### src/rtl/gcm_msg_sequencer.sv
// Frames one authenticated GCM message: latches lengths, strobes start-of-payload, counts words, times tag check.
// Latency: tag check TAG_LATENCY+1 valid cycles after the last accepted word; o_sop is combinational with the first word.
// Backpressure: o_ready only in DATA; i_valid low stalls DATA/DRAIN one-for-one; starts/words outside their window are dropped and flagged.
//
// Ports: i_clock/i_reset (async, active high); i_valid datapath enable; i_msg_start/i_n_words/i_length_aad start a message;
//        i_word_valid/o_ready payload handshake; i_tag_mismatch verdict input; o_sop, o_length_*, o_busy, o_tag_check,
//        o_auth_fail (held verdict), o_err_protocol (1-cycle violation pulse).
module gcm_msg_sequencer #(
    parameter int NB_BLOCK    = 128,
    parameter int N_BLOCKS    = 2,
    parameter int NB_DATA     = N_BLOCKS * NB_BLOCK,
    parameter int NB_LENGTH   = 64,
    parameter int NB_WORD_CNT = 16,
    parameter int TAG_LATENCY = 40
) (
    input  logic                   i_clock,
    input  logic                   i_reset,
    input  logic                   i_valid,
    input  logic                   i_msg_start,
    input  logic [NB_WORD_CNT-1:0] i_n_words,
    input  logic [NB_LENGTH-1:0]   i_length_aad,
    input  logic                   i_word_valid,
    input  logic                   i_tag_mismatch,
    output logic                   o_ready,
    output logic                   o_sop,
    output logic [NB_LENGTH-1:0]   o_length_aad,
    output logic [NB_LENGTH-1:0]   o_length_plaintext,
    output logic                   o_busy,
    output logic                   o_tag_check,
    output logic                   o_auth_fail,
    output logic                   o_err_protocol
);

    // TAG_LATENCY is bounded to 1..255, so an 8-bit drain counter suffices.
    localparam int                   NB_LAT    = 8;
    localparam logic [NB_LAT-1:0]    LAT_INIT  = NB_LAT'(TAG_LATENCY);
    localparam logic [NB_LENGTH-1:0] DATA_BITS = NB_LENGTH'(NB_DATA);

    typedef enum logic [1:0] {
        IDLE  = 2'd0,
        DATA  = 2'd1,
        DRAIN = 2'd2,
        CHECK = 2'd3
    } state_t;

    state_t                 state;
    logic [NB_WORD_CNT-1:0] remaining;
    logic [NB_LAT-1:0]      lat_cnt;
    logic                   first_word;

    logic accept_word;
    logic start_busy;
    logic word_outside;

    assign accept_word  = i_valid & i_word_valid & (state == DATA);
    // CHECK counts as busy, so a start there is ignored and flagged too.
    assign start_busy   = i_valid & i_msg_start & (state != IDLE);
    assign word_outside = i_valid & i_word_valid & (state != DATA);

    // Pure decodes of the state register; all zero while in IDLE / reset.
    assign o_ready     = (state == DATA);
    assign o_busy      = (state != IDLE);
    assign o_tag_check = (state == CHECK);
    assign o_sop       = first_word & accept_word;

    always_ff @(posedge i_clock or posedge i_reset) begin
        if (i_reset) begin
            state              <= IDLE;
            remaining          <= '0;
            lat_cnt            <= '0;
            first_word         <= 1'b0;
            o_length_aad       <= '0;
            o_length_plaintext <= '0;
            o_auth_fail        <= 1'b0;
            o_err_protocol     <= 1'b0;
        end else begin
            // Both violations in one cycle merge into a single pulse.
            o_err_protocol <= start_busy | word_outside;

            case (state)
                IDLE: begin
                    if (i_valid && i_msg_start) begin
                        o_length_aad       <= i_length_aad;
                        o_length_plaintext <= NB_LENGTH'(i_n_words) * DATA_BITS;
                        o_auth_fail        <= 1'b0;
                        first_word         <= 1'b1;
                        if (i_n_words != '0) begin
                            remaining <= i_n_words;
                            state     <= DATA;
                        end else begin
                            lat_cnt <= LAT_INIT;
                            state   <= DRAIN;
                        end
                    end
                end
                DATA: begin
                    if (accept_word) begin
                        first_word <= 1'b0;
                        remaining  <= remaining - NB_WORD_CNT'(1);
                        if (remaining == NB_WORD_CNT'(1)) begin
                            lat_cnt <= LAT_INIT;
                            state   <= DRAIN;
                        end
                    end
                end
                DRAIN: begin
                    // Only valid cycles advance the tag pipeline.
                    if (i_valid) begin
                        lat_cnt <= lat_cnt - NB_LAT'(1);
                        if (lat_cnt == NB_LAT'(1)) begin
                            state <= CHECK;
                        end
                    end
                end
                CHECK: begin
                    // Tag comparison is stable now; capture it regardless of i_valid.
                    o_auth_fail <= i_tag_mismatch;
                    state       <= IDLE;
                end
                default: state <= IDLE;
            endcase
        end
    end

endmodule

### config.mk
export PLATFORM = sky130hd
export DESIGN_NAME = gcm_msg_sequencer
export DESIGN_NICKNAME = d
export VERILOG_FILES = /design/src/rtl/gcm_msg_sequencer.sv
export SDC_FILE = /design/constraint.sdc
export NUM_CORES = 1
export LEC_CHECK = 0
export CORE_MARGIN = 3
export CORE_UTILIZATION = 39
export DETAILED_ROUTE_END_ITERATION = 10
export PLACE_DENSITY = 0.8
export SLEW_MARGIN = 20
export SYNTH_ARGS = -nofsm -noshare
export SYNTH_HDL_FRONTEND = slang
export SYNTH_SLANG_ARGS = --single-unit
export TNS_END_PERCENT = 30
### constraint.sdc
create_clock -name i_clock -period 3.8 [get_ports i_clock]
set_input_delay 0.76 -clock i_clock [delete_from_list [all_inputs] [get_ports i_clock]]
set_output_delay 0.76 -clock i_clock [all_outputs]
set_load 0.1 [all_outputs]
# Word-level counts from Yosys, hierarchy flattened
# Cells that the tools add are included.
[op_classes]
addsub = 2
eq_ne = 13
muxes = 22
bitwise_logic = 7
n_reduce_logical = 13
[ops]
columns = ["cell", "n"]
rows = [
  ["$mux W16", 3],
  ["$mux W8", 5],
  ["$pmux W16 S2", 1],
  ["$pmux W8 S3", 1],
  ["$eq A16 B1 Y1 const B", 1],
  ["$reduce_bool A16 Y1", 1],
  ["$sub A16 B1 Y16 const B", 1],
  ["$mux W2", 6],
  ["$ne A2 B2 Y1 const B", 5],
  ["$eq A8 B1 Y1 const B", 1],
  ["$pmux W2 S4", 1],
  ["$sub A8 B1 Y8 const B", 1],
  ["$and A1 B1 Y1", 6],
  ["$ne A2 B1 Y1 const B", 3],
  ["$reduce_and A6 Y1", 1],
  ["$reduce_bool A2 Y1", 3],
  ["$reduce_and A5 Y1", 1],
  ["$eq A2 B2 Y1 const B", 2],
  ["$pmux W1 S2", 2],
  ["$reduce_and A2 Y1", 2],
  ["$reduce_and A4 Y1", 1],
  ["$mux W1", 3],
  ["$reduce_and A3 Y1", 1],
  ["$reduce_bool A3 Y1", 1],
  ["other kinds (4)", 4],
]
[totals]
reg_bits = 109
out_inout_bits = 134
elab_cells = 65

# Logic depth before layout (Yosys ltp)
[logic_depth]
word_depth = 4
ltp_mapped = 10
depth_no_buf = 7

# Worst setup path after synthesis
# No wires, ideal clock.
[synth_path]
kind = "reg-to-output"
from = "register state[1]"
to = "output o_sop"
arrival_ps = 3270
required_time_ps = 3040
slack_ps = -230
path_stages_with_launch = 7
cell_sequence = "dfrtp_1 > inv_1 > ha_1 > buf_2 > clkbuf_1 > nand3_1 > nor2_1"
[synth_via]
elab_chain_len = 3
[synth_lines]
columns = ["item", "line_no", "source"]
rows = [
  ["from (decl)", "46", "state_t state;"],
  ["from (signal assigned)", "68", "state <= IDLE;"],
  ["from (signal assigned)", "89", "state <= DATA;"],
  ["from (signal assigned)", "92", "state <= DRAIN;"],
  ["$eq A2 B1 Y1", "-", ""],
  ["named net o_ready", "24", "output logic o_ready,"],
  ["$and A1 B1 Y1", "55", "assign accept_word = i_valid & i_word_valid & (state == DATA);"],
  ["$and A1 B1 Y1", "64", "assign o_sop = first_word & accept_word;"],
  ["to (decl)", "25", "output logic o_sop,"],
]
# The timed path passes the listed nets, and every way through them passes these cells.

# Final worst setup path
[layout_path]
from = "register state[1]"
to = "output o_sop"
[layout_via]
elab_chain_len = 3
[layout_lines]
columns = ["item", "line_no"]
rows = [
  ["$eq A2 B1 Y1", "55"],
  ["$and A1 B1 Y1", "55"],
  ["$and A1 B1 Y1", "64"],
]
# No other way between the ends.

==> key figures <==
Synthesis
  • Mean Syn Cell Area: 11.7 um^2
  • Main synth FF type: dfrtp_1
  • FF+latch count, synth: about 110
  • Area leader, netlist: dfrtp_1
  • Most common cell in the netlist: dfrtp_1
  • Register area share after synthesis: 52.0%
  • Synth cell types: 54
  • Share of the synthesized area in the top cell type: 52.0%
  • Top cells by count, synth: dfrtp_1, mux2_2, buf_4
  • Post-Synthesis Cells: between 400 and 500
  • Syn Std Cell Area: around 5200 um^2
  • Async S/R FF share, synth: 100%
  • EDFF count, synth: 0
  • Synth area leaders: dfrtp_1, mux2_2, buf_4
  • Syn. warnings: 0

Critical path
  • Critical path startpoint category: register
  • Worst EP required: between 3000 and 4000 ps
  • Reg2reg path depth: 8
  • Worst setup endpoint: o_sop
  • R2r endpoint: remaining[11]$_DFFE_PP0P_
  • Critical Path AT: approximately 2000 ps
  • Worst reg2reg path startpoint: state[1]$_DFFE_PP0P_
  • Worst Setup SP: state[1]$_DFFE_PP0P_
  • CP Capture Type: output port
  • R2r setup slk: around 1300 ps
  • CP max FO: 36
  • Crit path kind: register to output port

Final layout
  • Finished Cell Area: 7240 um^2
  • Fin nets: slightly above 700
  • Antenna Cells: 0
  • Filler instances: 1081
  • Area Growth Syn to Fin: 38.0%
  • Fin util: between 50% and 60%
  • Layout cells sized above 1: a little under a fifth

Global routing
  • Vias in the first global route: about 4200
  • GRT overflow: 0
  • Antenna violations before repair: 0
  • First-pass GRT wire length: 21500 um
  • Largest net degree at the start of global routing: 84
  • Tot GR Track Use: 18.5%

Routing
  • DR WL/cell: ~17 um
  • Routed vias: slightly below 4000
  • First-pass DRT Iterations: 5
  • Initial DRC Count: between 200 and 300
  • Drt via density: 5.03
  • Drc violations: 0
  • WL final: around 14000 um
  • ANT nets after route: 0

STA
  • Max Clk Rate: approximately 370 MHz
  • Slew margin rel.: between 20 and 30%
  • RSZ-0062 raised after global routing: false
  • Final setup viols: 0
  • Final Hold Viols: 0
  • Slew @ Worst Pin: between 1000 and 1500 ps
  • Final TNS setup: 0 ps
  • Post-layout min period: between 2000 and 3000 ps
  • Clk_skew: 7.69 ps
  • Setup ws final: 1080 ps
  • Fin. max-slew vios: 0
  • Final period util: between 70% and 80%

Power and ir drop
  • P_leak: ~3.3 nW
  • Pwr Total: between 2 and 3 mW
  • Pwr per Cell Area: roughly 370 nW/um^2
  • Worst vdd ir: between 200 and 250 uV

Placed design
  • DP Wirelength: around 10000 um
  • Placer Congestion: between 0.8 and 0.9
  • Port Buf Inserts: around 170
  • DP Area: roughly 7000 um^2
  • Pre-CTS setup slack: 934 ps

Outcome
  • Status: finished, final reports clean

Floorplanning
  • Initial Utilization: around 41%
  • Die Area: 14900 um^2
  • Core Area: approximately 13000 um^2
  • Height of the die: 122 um
  • Die X: roughly 120 um
  • Row count: 41
  • # IOs: 220

Clocking
  • Hold buffer count at cts: 0
  • H-tree depth: 3
  • Clk_lat worst skew: 340 ps
  • CTS Buffer Depth: 2
  • Total CTS buffers: 9
  • Num Clock Sinks: ~110
  • CTS root buffer: clkbuf_16
  • CTS tree: yes
  • Postcts setup bufs: 0
  • Clock-pin slew on the worst setup and hold paths: 80 ps
  • # resized after CTS: 0

Hold path
  • Hold Path Class: register to register

Run
  • Max_cap viols: 0
==> critical path, cell delays in order, from the launching register on <==
cell     delay (ps)
dfrtp_1         420
inv_1           100
ha_1            170
buf_4           360
nand3_1         180
nor2_2          110
buf_4           290
==> placed cells by master, fill, tap and decap left out, types with 3 or more instances in the layout <==
| cell type | instances |
|---|---|
| a21oi_1 | 14 |
| a22oi_1 | 3 |
| a2bb2oi_1 | 5 |
| a31oi_1 | 6 |
| buf_4 | 7 |
| clkbuf_16 | 9 |
| clkdlybuf4s50_1 | 167 |
| conb_1 | 48 |
| dfrtp_1 | 109 |
| ha_1 | 8 |
| inv_1 | 14 |
| inv_6 | 3 |
| mux2_2 | 78 |
| mux2i_1 | 3 |
| nand2_1 | 21 |
| nand2b_1 | 3 |
| nand3_1 | 14 |
| nand4b_1 | 4 |
| nor2_1 | 17 |
| nor3_1 | 5 |
| nor4_1 | 4 |
| o21ai_0 | 16 |
| o22a_1 | 4 |
| o22ai_1 | 5 |
| o2bb2ai_1 | 3 |
==> power breakdown <==
group	total (mW)	switching, mW	internal, mW
registers	1.28	0.0712	1.21
clock network	0.898	0.443	0.456
logic	0.494	0.342	0.152
==> cells by family (layout without fill, tap and decap cells) <==
group           Yosys count  count (layout)  synth area share, %
simple gates             89              89                 9.30
mux                      82              82                 17.5
flops                   109             109                 52.0
fa+ha+maj                 8               8                 1.91
buf+inv                  84             207                 9.61
compound gates           74              74                 9.63
other cells               1              48               0.0714
==> how the worst min path moves through the flow <==
stage	from	depth (start not counted)	to	slack (ps)
4_1_cts	o_length_plaintext[8]$_DFFE_PP0P_	2	o_length_plaintext[8]$_DFFE_PP0P_	500
2_1_floorplan	first_word$_DFFE_PP0P_	2	first_word$_DFFE_PP0P_	450
5_1_grt	o_length_plaintext[8]$_DFFE_PP0P_	2	o_length_plaintext[8]$_DFFE_PP0P_	520
3_3_place_gp	first_word$_DFFE_PP0P_	2	first_word$_DFFE_PP0P_	460
6_report	o_length_plaintext[19]$_DFFE_PP0P_	2	o_length_plaintext[19]$_DFFE_PP0P_	490
3_5_place_dp	o_length_plaintext[8]$_DFFE_PP0P_	2	o_length_plaintext[8]$_DFFE_PP0P_	480
==> layout make-up <==
type	instances	area [um^2]	area share, %
sequential	109	2730	37.7
inverter	16	62.6	0.864
multi-input combinational	301	2210	30.5
clock inverter	7	60.1	0.829
timing repair buffer	175	1740	24.1
tap	172	215	2.97
clock buffer	9	225	3.11
==> registers in the layout, indices dropped and copies added (netlist names) <==
signal              count
first_word              1
state                   2
o_auth_fail             1
remaining              16
o_length_aad           64
o_length_plaintext     16
lat_cnt                 8
o_err_protocol          1
==> layer usage <==
| layer | share of wire [%] | vias up | wire length (um) | track usage [%] |
|---|---|---|---|---|
| li1 | - | 1826 | - | - |
| met1 | 39 | 1940 | 5220 | 22.1 |
| met2 | 50 | 190 | 6760 | 31.3 |
| met3 | 10 | 14 | 1370 | 6.96 |
| met4 | 1.2 | 0 | 163 | 5.11 |
| met5 | 0 | - | 0 | 0 |
==> metrics by stage <==
stage               hold WS (ps)  instances
floorplan                    450        494
global route                 520        789
global placement             462        773
detailed placement           478        773
finish                       490        789
CTS                          496        789
(Power assumes the default switching activity.)
